[config.mk]
export PLATFORM = sky130hd
export DESIGN_NAME = maxpool_stream
export DESIGN_NICKNAME = d
export VERILOG_FILES = /design/src/rtl/maxpool_stream.sv
export SDC_FILE = /design/constraint.sdc
export NUM_CORES = 1
export LEC_CHECK = 0
export ABC_AREA = 1
export BUFFER_PORTS_ARGS = -buffer_cell sky130_fd_sc_hd__buf_2
export CORE_AREA = 2 2 125 127
export DETAILED_ROUTE_END_ITERATION = 8
export DIE_AREA = 0 0 127 129
export GPL_TIMING_DRIVEN = 0
export PLACE_DENSITY = 0.56
export SYNTH_ARGS = -nofsm -noshare
export SYNTH_HDL_FRONTEND = slang
export SYNTH_SLANG_ARGS = --single-unit
[constraint.sdc]
create_clock -name clk -period 3.87 [get_ports clk]
set_input_delay 0 -clock clk [delete_from_list [all_inputs] [get_ports clk]]
set_output_delay 0 -clock clk [all_outputs]
set_load 0.05 [all_outputs]
[src/rtl/maxpool_stream.sv]
// Streaming 1-D max-pool: signed max over POOL-sample windows of a LEN-sample frame, results queued
// in a DEPTH-entry FIFO with a last-of-frame flag. Define MAXPOOL_RELU_EN to clamp pooled values at 0.
module maxpool_stream #(
    parameter int WIDTH = 16,
    parameter int LEN   = 5,
    parameter int POOL  = 2,
    parameter int DEPTH = 4
) (
    input  logic             clk,
    input  logic             reset,
    input  logic [WIDTH-1:0] s_data_in_y,
    input  logic             s_valid_y,
    output logic             s_ready_y,
    output logic [WIDTH-1:0] m_data_out_z,
    output logic             m_valid_z,
    input  logic             m_ready_z,
    output logic             m_last_z
);

    localparam int WCW = (POOL > 1) ? $clog2(POOL) : 1;
    localparam int FCW = (LEN > 1) ? $clog2(LEN) : 1;
    localparam int AW  = (DEPTH > 1) ? $clog2(DEPTH) : 1;
    localparam int CW  = $clog2(DEPTH + 1);

    typedef struct packed {
        logic             last;
        logic [WIDTH-1:0] data;
    } entry_t;

    logic [WCW-1:0]          win_cnt;
    logic [FCW-1:0]          frame_cnt;
    logic signed [WIDTH-1:0] run_max;

    entry_t         mem [DEPTH];
    logic [AW-1:0]  wr_ptr;
    logic [AW-1:0]  rd_ptr;
    logic [CW-1:0]  count;

    logic                    accept;
    logic                    pop;
    logic                    frame_last;
    logic                    window_close;
    logic signed [WIDTH-1:0] sample;
    logic signed [WIDTH-1:0] win_max;
    logic signed [WIDTH-1:0] push_data;

    // Handshake outputs depend only on registered state (and reset), never on m_ready_z.
    assign s_ready_y    = reset && (count != CW'(DEPTH));
    assign m_valid_z    = reset && (count != '0);
    assign m_data_out_z = reset ? mem[rd_ptr].data : '0;
    assign m_last_z     = reset ? mem[rd_ptr].last : 1'b0;

    assign accept = s_valid_y && s_ready_y;
    assign pop    = m_valid_z && m_ready_z;

    always_comb begin
        // NOTE: every combinational output gets a default first so no path can infer a latch.
        sample       = $signed(s_data_in_y);
        frame_last   = (frame_cnt == FCW'(LEN - 1));
        window_close = accept && ((win_cnt == WCW'(POOL - 1)) || frame_last);
        win_max      = sample;
        if ((win_cnt != '0) && (run_max > sample)) begin
            win_max = run_max;
        end
`ifdef MAXPOOL_RELU_EN
        push_data = win_max[WIDTH-1] ? '0 : win_max;
`else
        push_data = win_max;
`endif
    end

    // NOTE: sequential state uses non-blocking assignments so all registers update from pre-edge values.
    always_ff @(posedge clk or negedge reset) begin
        if (!reset) begin
            win_cnt   <= '0;
            frame_cnt <= '0;
            run_max   <= '0;
        end else if (accept) begin
            run_max   <= win_max;
            win_cnt   <= window_close ? '0 : win_cnt + WCW'(1);
            frame_cnt <= frame_last ? '0 : frame_cnt + FCW'(1);
        end
    end

    always_ff @(posedge clk or negedge reset) begin
        if (!reset) begin
            // NOTE: the storage array is cleared too, so the head reads as zero after reset.
            for (int i = 0; i < DEPTH; i++) begin
                mem[i] <= '0;
            end
            wr_ptr <= '0;
            rd_ptr <= '0;
            count  <= '0;
        end else begin
            if (window_close) begin
                mem[wr_ptr] <= '{last: frame_last, data: push_data};
                wr_ptr      <= (wr_ptr == AW'(DEPTH - 1)) ? '0 : wr_ptr + AW'(1);
            end
            if (pop) begin
                rd_ptr <= (rd_ptr == AW'(DEPTH - 1)) ? '0 : rd_ptr + AW'(1);
            end
            case ({window_close, pop})
                2'b10:   count <= count + CW'(1);
                2'b01:   count <= count - CW'(1);
                default: count <= count;
            endcase
        end
    end

endmodule

# Yosys cells after proc, flatten, opt, wreduce, memory -nomap -nowiden
# Cells that the tools add are included.
[totals]
regBits = 95
in_bits = 20
out_inout_bits = 19
[op_classes]
n_addsub = 6
n_lt_le_gt_ge = 4
eq_ne = 6
mux = 14
bitwise_logic = 2
n_reduce_logical = 10
[ops]
columns = ["operator", "count"]
rows = [
  ["$bwmux W68", 1],
  ["$mux W17", 3],
  ["$bmux W17 S2", 1],
  ["$demux W17 S2", 1],
  ["$mux W16", 2],
  ["$gt A16 B16 Y1", 1],
  ["$logic_and A1 B1 Y1", 7],
  ["$add A3 B1 Y3 const B", 2],
  ["$eq A2 B2 Y1 const B", 3],
  ["$ge A3 B3 Y1 const B", 2],
  ["$not A2 Y3", 2],
  ["$pmux W3 S2", 1],
  ["$add A2 B1 Y2 const B", 2],
  ["$mux W2", 2],
  ["$eq A3 B3 Y1 const B", 1],
  ["$lt A3 B1 Y1 const B", 1],
  ["$mux W3", 1],
  ["$ne A3 B3 Y1 const B", 1],
  ["$reduce_bool A3 Y1", 1],
  ["$sub A3 B1 Y3 const B", 1],
  ["$eq A2 B1 Y1 const B", 1],
  ["$mux W1", 2],
  ["$reduce_bool A2 Y1", 1],
  ["$add A1 B1 Y1 const B", 1],
  ["$logic_or A1 B1 Y1", 1],
]

# Longest topological paths before layout
# Gate-level depths: netlist of the first run.
[depth]
word_depth = 6
depth_mapped = 18

# Worst setup path after synthesis of the first run
# Ideal clock, no wire load.
[synth_path]
path_type = "register to register"
from = "register count[0]"
to = "register count[2]"
setup_ps = 131
arrival_ps = 2530
t_required_ps = 3739
setup_slack_ps = 1209
stages_incl_launch_ff = 11
n_path_buf = 0
period_less_slack_ps = 2661
cell_sequence = "dfrtp_1 inv_2 a31oi_1 nand2_1 inv_1 ha_1 inv_1 fa_1 a21oi_1 o21ai_0 xor2_1"
[synth_between]
elab_cells_between_ends = 13
classes_between = "add/sub: 2; eq/ne: 3; mux: 1; reduce/logical: 7"
[synth_rtl]
columns = ["element", "line", "rtl"]
rows = [
  ["start: declaration", "37", "logic [CW-1:0] count;"],
  ["start signal: assignment", "103", "2'b10: count <= count + CW'(1);"],
  ["start signal: assignment", "104", "2'b01: count <= count - CW'(1);"],
  ["start signal: assignment", "105", "default: count <= count;"],
  ["$reduce_bool A3 Y1 (*)", "49", "assign m_valid_z = reset && (count != '0);"],
  ["$logic_and A1 B1 Y1 (*)", "49", ""],
  ["net m_valid_z", "15", "output logic m_valid_z,"],
  ["$logic_and A1 B1 Y1 (*)", "54", "assign pop = m_valid_z && m_ready_z;"],
  ["net pop", "40", "logic pop;"],
  ["$eq A2 B1 Y1 / $eq A2 B2 Y1 (equally long branches)", "102", "case ({window_close, pop})"],
  ["$pmux W3 S2 / $reduce_bool A2 Y1 (equally long branches)", "-", ""],
]
# The timed path passes the listed nets; every way through them passes the cells marked *.
# A chain may end at the register's enable or synchronous reset.

# Final worst setup path of the first run
[layout_path]
from = "input port reset"
to = "register count[1]"
[layout_between]
elab_chain_cells = 5
elab_cells_between_ends = 9
classes_between = "eq/ne: 2; mux: 1; reduce/logical: 6"
[layout_lines]
columns = ["element", "line", "rtl"]
rows = [
  ["start: declaration", "10", "input logic reset,"],
  ["$logic_and A1 B1 Y1", "48", "assign s_ready_y = reset && (count != CW'(DEPTH));"],
  ["$logic_and A1 B1 Y1", "53", "assign accept = s_valid_y && s_ready_y;"],
  ["$logic_and A1 B1 Y1", "60", "window_close = accept && ((win_cnt == WCW'(POOL - 1)) || frame_last);"],
  ["$eq A2 B1 Y1 / $eq A2 B2 Y1 (equally long branches)", "102", ""],
  ["$pmux W3 S2 / $reduce_bool A2 Y1 (equally long branches)", "-", ""],
]
# Parallel ways exist; a longest one is shown, timed or not.

==> results.sh, run 1 <==
export IMPL_syn_area_mm2=0.005156
export IMPL_skew_ps=8.325
export IMPL_cpMostUsedCell="inv_2"
export IMPL_ctsResizeCount=0
export IMPL_portBuffers=38
export IMPL_dp_cells=903
export IMPL_synth_seq_cells=95
export IMPL_fmax_mhz=374.9
export IMPL_min_period_over_period_pct=68.92
export IMPL_criticalPathCategory="primary input to register"
export IMPL_dpl_hpwl_mm=10.23
export IMPL_initial_core_util_pct=34.43
export IMPL_hp_class="primary input to register"
export IMPL_instances_no_fill=918
export IMPL_hold_viol=0
export IMPL_critPathSlowestCell="dlygate4sd3_1"
export IMPL_layout_drive_gt1_share_pct=11.92
export IMPL_ios=39
export IMPL_multi_input_area_mm2=0.002424
export IMPL_wl_per_cell_um=14.43
export IMPL_die_width_um=127
export IMPL_final_setup_worst_slack_ps=1203
export IMPL_gp_congestion=0.8151
export IMPL_setup_violations=0
export IMPL_rsz0062_at_grt="no"
export IMPL_grt_pass1_wl_mm=22.09
export IMPL_synth_warnings=0
export IMPL_drtAntennaViolNets=0
export IMPL_die_y_um=129
export IMPL_synthFlopType="dfrtp_1"
export IMPL_yosysSeqAreaShare_pct=46.11
export IMPL_avgViaCountPerCell=4.898
export IMPL_critPathMaxStageDelay_ps=520
export IMPL_cp_arrival_ps=2930
export IMPL_seq_area_mm2=0.002377
export IMPL_core_mm2=0.01498
export IMPL_fillers=1591
export IMPL_synth_cells=676
export IMPL_grt_pass1_vias=4426
export IMPL_worst_slew_pin_slew_ps=551.5
export IMPL_synth_largest_area_cell="dfrtp_1"
export IMPL_htree_levels=3
export IMPL_num_rows=45
export IMPL_cp_data_required_time_ps=4130
export IMPL_syn_to_final_growth_pct=14.85
export IMPL_synth_most_common_cell="nand2_1"
export IMPL_pre_cts_slack_ps=1364
export IMPL_ys_types=26
export IMPL_cpLargestDelayFamily="buffers and inverters"
export IMPL_cts_tree="done"
export IMPL_post_route_drc_count=0
export IMPL_slew_viol_final=0
export IMPL_cap_violations=0
export IMPL_worstPathMaxFanout=34
export IMPL_maxSlewHeadroom_pct=63.10
export IMPL_p_leak_nw=3.161
export IMPL_synth_top_cells_by_area="dfrtp_1 (46%), nand2_1 (14%), nand3_1 (9.7%), ha_1 (5.8%), nor2_1 (5.6%)"
export IMPL_num_vias=4496
export IMPL_dr_pass1_iters=5
export IMPL_peakVddDrop_v=0.0002343
export IMPL_start_kind="primary input"
export IMPL_cp_cell_sequence="dlygate4sd3_1 -> buf_4 -> inv_2 -> a31oi_4 -> nand2_4 -> a21oi_4 -> inv_2 -> ha_1 -> inv_1 -> fa_1 -> o21ai_0"
export IMPL_antennaDiodeCount=0
export IMPL_synth_top_area_share_pct=46.11
export IMPL_syn_area_per_cell_um2=7.628
export IMPL_final_nets=772
export IMPL_grt_antenna_before_repair=0
export IMPL_root_buffer="clkbuf_16"
export IMPL_synthArstFlopShare_pct=100.0
export IMPL_drt_total_wl_mm=13.24
export IMPL_grt_max_degree=64
export IMPL_synth_nets=721
export IMPL_synth_commonest_cells="nand2_1 (197), nand3_1 (100), dfrtp_1 (95)"
export IMPL_clk_latency_ps=340
export IMPL_status="complete, no violations"
export IMPL_cp_end_kind="register"
export IMPL_clock_path_buffers=2
export IMPL_cts_made_buffers=9
export IMPL_clk_pin_slew_ps=70
export IMPL_cts_sinks=95
export IMPL_period_needed_ps=2667
export IMPL_drt_iter0_markers=271
export IMPL_power_density_mw_per_mm2=869.7
export IMPL_grtUsageTotal_pct=17.15
export IMPL_synth_edf_count=0
export IMPL_power_total_mw=5.150
export IMPL_crit_buf_inv=5
export IMPL_dieArea_mm2=0.01638
export IMPL_grt_overflow=0
export IMPL_finalSetupTns_ps=0
per-layer routing:
metal  up-vias  track usage, %  wire length (um)
li1       2277               -                 -
met1      2116           24.24              6498
met2        87           27.04              6057
met3        16           1.622               455
met4         0           7.434               233
met5         -               0                 0
power by group:
group,internal [mW],switching (mW)
registers,1.46,0.276
clock network,0.556,0.367
logic,0.743,1.74
sequential cells by signal, summed over array words and instances (netlist names):
register   count
mem           68
run_max       16
count          3
frame_cnt      3
rd_ptr         2
wr_ptr         2
win_cnt        1
cell usage in the layout (no fill, tap or decap), drive strengths merged, types with 5 or more instances in the layout:
cell type	instances
nand2	213
clkbuf	26
clkinv	5
buf	47
nand3	100
ha	24
inv	57
nor2	78
a21oi	25
o21ai	49
dfrtp	95
path summary, 6_finish.rpt:
| kind | from | cells past startpoint | endpoint | slack, ps |
|---|---|---|---|---|
| setup / recovery | reset | 11 | count[1] | 1200 |
| hold reg to reg | mem[47] | 2 | mem[47] | 470 |
| min in group asynchronous | reset | 2 | frame_cnt[2] | 160 |
| setup reg to reg | run_max[15] | 10 | mem[62] | 1380 |
| max in group asynchronous | reset | 3 | mem[64] | 3030 |
| hold / removal | s_valid_y | 4 | run_max[11] | 40 |
what timing repair did:
item                       4_1_cts  5_1_grt
hold endpoints to repair        32        0
setup buffers                    0        0
setup endpoints to repair        0        0
hold buffers                     1        0
cells by family after synthesis:
group                      Yosys count  share of synthesized area [%]
adders and majority gates           25                          6.212
and+or+nand+nor                    392                          32.20
xor gates and xnor gates             2                         0.3398
DFF                                 95                          46.11
buffers and inverters               84                          6.892
AOI/OAI and AO/OA                   78                          8.251
worst reg2reg max path: cells and delay by family (launching register included):
family | cells | cell delay [ps]
and+or+nand+nor | 8 | 1310
DFF | 1 | 400
buffers and inverters | 1 | 340
adders and majority gates | 1 | 330
layout make-up:
cell class,count,area share [%]
multi-input cells,497,40.93
plain buffers,25,2.261
well taps,188,3.972
clock buffers,9,3.803
clock inverters,5,1.268
inverters,59,3.740
repair buffers,40,3.888
flip-flops and latches,95,40.14
through the flow:
step	hold WS (ps)	instance area (um2)	util [%]
finish	41.97	5922	39.54
global route	44.65	5922	39.54
CTS	35.28	5922	39.54
detailed placement	-2.551	5612	37.47
global placement	392.4	5582	37.27
floorplan	-295.6	5156	-
Note: power is estimated with default switching activity, not from simulation.
==> run 2, diff against run 1 <==
- clock period: 3.87 -> 2.6 ns (I/O delays scaled with it)
==> results.sh, run 2 (same netlist as run 1, synthesis figures left out) <==
export IMPL_maxSlewHeadroom_pct=64.44
export IMPL_worstPathMaxFanout=10
export IMPL_wl_met2_mm=6.109
export IMPL_clkPwrFrac_pct=17.3
export IMPL_clk_pin_slew_ps=60
export IMPL_power_frac_seq_pct=33.8
export IMPL_seq_area_mm2=0.002377
export IMPL_criticalPathCategory="register to output port"
export IMPL_skew_ps=11.57
export IMPL_final_nets=773
export IMPL_critPathMaxStageDelay_ps=470
export IMPL_fmax_mhz=419.0
export IMPL_die_width_um=127
export IMPL_wl_per_cell_um=14.47
export IMPL_setup_violations=0
export IMPL_avgViaCountPerCell=4.906
export IMPL_status="complete, no violations"
export IMPL_layout_drive_gt1_share_pct=12.55
export IMPL_crit_buf_inv=3
export IMPL_drt_iter0_markers=253
export IMPL_hp_class="primary input to register"
export IMPL_start_kind="register"
export IMPL_worst_slew_pin_slew_ps=533.4
export IMPL_dr_max_layer_used="met4"
export IMPL_p_comb_share_pct=48.9
export IMPL_post_route_drc_count=0
export IMPL_cp_cell_sequence="clkbuf_1 -> clkbuf_1 -> nor2_1 -> nor2_1 -> o21ai_0 -> a21oi_1 -> buf_2"
export IMPL_grt_pass1_vias=4449
export IMPL_cp_data_required_time_ps=2600
export IMPL_p_leak_nw=3.171
export IMPL_htree_levels=3
export IMPL_min_period_over_period_pct=91.80
export IMPL_switching_share_pct=46.74
export IMPL_fin_util_pct=39.68
export IMPL_power_density_mw_per_mm2=1284
export IMPL_initial_core_util_pct=34.43
export IMPL_finalSetupTns_ps=0
export IMPL_fillers=1560
export IMPL_cts_made_buffers=9
export IMPL_cts_sinks=95
export IMPL_num_vias=4518
export IMPL_rsz0062_at_grt="no"
export IMPL_largest_reg_flops=68
export IMPL_period_needed_ps=2387
export IMPL_cpLargestDelayFamily="buffers and inverters"
export IMPL_clk_latency_ps=340
export IMPL_dpl_hpwl_mm=10.24
export IMPL_cap_violations=0
export IMPL_reg_largest_list="mem: 68 flops, run_max: 16 flops"
export IMPL_regMostFlops="mem"
export IMPL_clock_path_buffers=2
export IMPL_grt_max_degree=54
export IMPL_die_y_um=129
export IMPL_final_common_cell="nand2_1"
export IMPL_critPathSlowestCell="clkbuf_1"
export IMPL_syn_to_final_growth_pct=15.26
export IMPL_wl_met1_mm=6.553
export IMPL_grt_pass1_wl_mm=22.51
export IMPL_final_cell_mix="nand2_1 (197), nand3_1 (100), dfrtp_1 (95), nor2_1 (76), inv_1 (50)"
export IMPL_grtUsageTotal_pct=17.31
export IMPL_drtAntennaViolNets=0
export IMPL_antennaDiodeCount=0
export IMPL_root_buffer="clkbuf_16"
export IMPL_grt_overflow=0
export IMPL_cp_end_kind="output port"
export IMPL_core_mm2=0.01498
export IMPL_ios=39
export IMPL_slew_viol_final=0
export IMPL_hold_viol=0
export IMPL_drt_total_wl_mm=13.33
export IMPL_dr_pass1_iters=5
export IMPL_cp_arrival_ps=2390
export IMPL_portBuffers=38
export IMPL_gp_congestion=0.8313
export IMPL_power_total_mw=7.628
export IMPL_internal_power_mw=4.063
export IMPL_dr_wl_met3_um=465
export IMPL_grt_antenna_before_repair=0
export IMPL_power_switching_mw=3.566
export IMPL_cts_tree="done"
export IMPL_dieArea_mm2=0.01638
export IMPL_multi_input_area_mm2=0.002432
export IMPL_cts_setup_buffers=0
export IMPL_num_rows=45
export IMPL_peakVddDrop_v=0.0003611
==> run 2: final timing paths <==
| path | start | endpoint | slack (ps) | cells past startpoint |
|---|---|---|---|---|
| worst max-delay path | rd_ptr[0] | m_data_out_z[7] | 210 | 7 |
| min in group asynchronous | reset | win_cnt | 240 | 3 |
| worst min register to register | mem[12] | mem[12] | 470 | 2 |
| worst min-delay path | s_valid_y | run_max[14] | 40 | 4 |
| worst max register to register | run_max[15] | mem[57] | 250 | 13 |
| max in group asynchronous | reset | mem[57] | 2090 | 3 |
==> run 2: timing repair <==
item                                   4_1_cts  5_1_grt
hold buffers                                 2        0
resized for setup                            0        4
setup endpoints to repair                    0       41
endpoints found under the hold margin       53        0
==> run 2: stage by stage <==
step / hold WS (ps) / cell area (um2) / worst slack (ps) / std cells
global route: 66.40 / 5943 / 44.97 / 921
global placement: 391.0 / 5588 / -1471 / 902
floorplan: -295.6 / 5162 / 275.7 / 676
finish: 44.68 / 5943 / 213.2 / 921
detailed placement: 118.9 / 5610 / -208.3 / 903
CTS: 36.47 / 5939 / 16.76 / 921
==> run 2: cell type report <==
type,count,share of cell area (%)
Clock buffer,12,4.147
Clock inverter,4,0.7579
Buffer,25,2.274
Timing Repair Buffer,41,4.211
Tap cell,188,3.958
Multi-Input combinational cell,497,40.93
Inverter,59,3.726
Sequential cell,95,40.00
==> run 2: power by group through the flow <==
stage | clock [mW] | combinational (mW) | sequential, mW
2_1_floorplan | 0 | 2.80 | 2.50
3_3_place_gp | 0 | 3.61 | 2.56
3_5_place_dp | 0 | 3.71 | 2.59
4_1_cts | 1.35 | 3.73 | 2.57
5_1_grt | 1.42 | 4.23 | 2.67
6_report | 1.32 | 3.73 | 2.57
==> run 2: worst min-delay path, stage by stage <==
cell     delay [ps]
buf_2           100
nand2_4         110
nand2_1          80
nand2_1          50
==> run 2: metal layers <==
| layer | track usage (%) | vias up |
|---|---|---|
| met5 | 0 | - |
| met4 | 6.076 | 0 |
| met3 | 1.746 | 14 |
| met2 | 28.18 | 106 |
| met1 | 24.22 | 2122 |
| li1 | - | 2276 |
==> run 3, diff against run 2 <==
- CORE_AREA: 2 2 125 127 -> 2 2 135 137
- DIE_AREA: 0 0 127 129 -> 0 0 137 139
- PLACE_DENSITY: 0.56 -> 0.51
- RECOVER_POWER: default -> 100
==> results.sh, run 3 (same netlist as run 1, synthesis figures left out) <==
export IMPL_maxSlewHeadroom_pct=14.75
export IMPL_period_needed_ps=2378
export IMPL_skew_ps=7.532
export IMPL_num_rows=49
export IMPL_seq_area_mm2=0.002377
export IMPL_grt_antenna_before_repair=0
export IMPL_dr_pass1_iters=5
export IMPL_drt_iter0_markers=488
export IMPL_hp_start="s_valid_y"
export IMPL_hold_path_end="run_max[10]"
export IMPL_internal_power_mw=4.026
export IMPL_p_comb_share_pct=48.2
export IMPL_core_mm2=0.01766
export IMPL_num_vias=4379
export IMPL_switching_share_pct=46.84
export IMPL_min_period_over_period_pct=91.45
export IMPL_worst_slew_pin_slew_ps=1279
export IMPL_power_density_mw_per_mm2=1268
export IMPL_status="complete, no violations"
export IMPL_hp_class="primary input to register"
export IMPL_portBuffers=38
export IMPL_fmax_mhz=420.6
export IMPL_largest_reg_flops=68
export IMPL_worstPathMaxFanout=10
export IMPL_start_kind="register"
export IMPL_final_nets=774
export IMPL_rsz0062_at_grt="yes"
export IMPL_die_y_um=139
export IMPL_clkPwrFrac_pct=17.5
export IMPL_setup_violations=0
export IMPL_min_path_cells=4
export IMPL_final_setup_worst_slack_ps=222.4
export IMPL_cts_tree="done"
export IMPL_fillers=1896
export IMPL_clock_path_buffers=2
export IMPL_cap_violations=0
export IMPL_peakVddDrop_v=0.0003764
export IMPL_layout_drive_gt1_share_pct=11.44
export IMPL_ios=39
export IMPL_syn_to_final_growth_pct=15.77
export IMPL_final_common_cell="nand2_1"
export IMPL_pre_cts_slack_ps=-321.1
export IMPL_finalSetupTns_ps=0
export IMPL_rr_endpoint="mem[49]"
export IMPL_cts_sinks=95
export IMPL_multi_input_area_mm2=0.002412
export IMPL_gp_congestion=0.7561
export IMPL_dpl_hpwl_mm=10.29
export IMPL_antennaDiodeCount=0
export IMPL_post_route_drc_count=0
export IMPL_power_total_mw=7.572
export IMPL_initial_core_util_pct=29.20
export IMPL_wl_per_cell_um=14.15
export IMPL_cp_data_required_time_ps=2830
export IMPL_drt_total_wl_mm=13.63
export IMPL_r2r_cells=13
export IMPL_grt_max_degree=49
export IMPL_drtAntennaViolNets=0
export IMPL_die_width_um=137
export IMPL_grt_pass1_vias=4185
export IMPL_grt_pass1_wl_mm=22.85
export IMPL_grt_overflow=0
export IMPL_cp_end_kind="register"
export IMPL_cts_made_buffers=9
export IMPL_slew_viol_final=0
export IMPL_avgViaCountPerCell=4.547
export IMPL_p_leak_nw=3.154
export IMPL_dieArea_mm2=0.01904
export IMPL_clk_pin_slew_ps=70
export IMPL_grtUsageTotal_pct=15.28
export IMPL_r2r_slack_ps=220
export IMPL_final_cell_mix="nand2_1 (205), nand3_1 (100), dfrtp_1 (95), nor2_1 (76), inv_1 (50)"
export IMPL_hold_viol=0
export IMPL_timing_rr_start="run_max[15]"
export IMPL_clk_latency_ps=340
export IMPL_regMostFlops="mem"
export IMPL_cp_arrival_ps=2610
export IMPL_root_buffer="clkbuf_16"
export IMPL_power_frac_seq_pct=34.3
export IMPL_power_switching_mw=3.547
export IMPL_criticalPathCategory="register to register"
export IMPL_htree_levels=3
export IMPL_reg_largest_list="mem: 68 flops, run_max: 16 flops"
## run 3: cell types whose count changed in the layout (fill, tap and decap cells not counted), sizes merged
| cell | change |
|---|---|
| clkbuf | +19 |
| buf | -16 |
| clkinvlp | +1 |
| clkinv | -1 |
| bufinv | -1 |
| inv | -1 |
## run 3: final cells by class
class	instances	share of cell area, %
Timing Repair Buffer	43	4.150
Sequential cell	95	39.82
Multi-Input combinational cell	497	40.41
Buffer	24	2.117
Tap cell	229	4.800
Clock buffer	14	4.758
Inverter	59	3.731
Clock inverter	2	0.2096
## run 3: worst max-delay path, cell delays in order (launching register included)
cell and delay (ps):
dfrtp_1 390, ha_1 330, nand2_1 80, nor2_1 140, nand2_1 130, clkinv_1 60
nand2_1 60, nand2_1 50, nand2_1 60, nand2_2 150, buf_2 270, nand3_1 280
nand3_1 180, nand2_1 50
## run 3: timing repair
action	in CTS	in global routing
hold endpoints to repair	48	0
gates resized for setup	1	1
buffers inserted	0	2
setup endpoints to repair	3	71
pin swaps	0	0
hold buffers	2	0
## run 3: power by group through the flow
stage	Combinational [mW]	Sequential (mW)	Clock [mW]
final	3.65	2.60	1.32
after global routing	4.18	2.68	1.42
after CTS	3.73	2.57	1.35
after detailed placement	3.70	2.60	0
after global placement	3.69	2.57	0
after floorplan	2.80	2.50	0
## run 3: how the worst max path moves through the flow
| stage | startpoint | to | slack [ps] | cells past startpoint |
|---|---|---|---|---|
| after floorplan | count[2] | count[2] | 280 | 10 |
| after global placement | reset | count[1] | -1650 | 10 |
| after detailed placement | reset | count[1] | -320 | 11 |
| after CTS | reset | count[1] | 30 | 12 |
| after global routing | rd_ptr[0] | m_data_out_z[5] | -20 | 7 |
| final | run_max[15] | mem[49] | 220 | 13 |
## run 3: metal layers
metal / vias up / part of all wire [%] / global-route usage [%]
li1: 2274 / - / -
met1: 2013 / 52 / 23.71
met2: 82 / 43 / 21.84
met3: 10 / 3.4 / 1.718
met4: 0 / 1.2 / 5.100
met5: - / 0 / 0
## run 3: through the flow
stage                     cell area (um2)  hold slack, ps  utilization [%]  std cells
after floorplan                      5162          -295.6                -        676
after global placement               5639           399.9            31.94        943
after detailed placement             5669           103.8            32.11        944
after CTS                            6005           39.69            34.01        962
after global routing                 5969           41.54            33.81        963
final                                5969           40.52            33.81        963
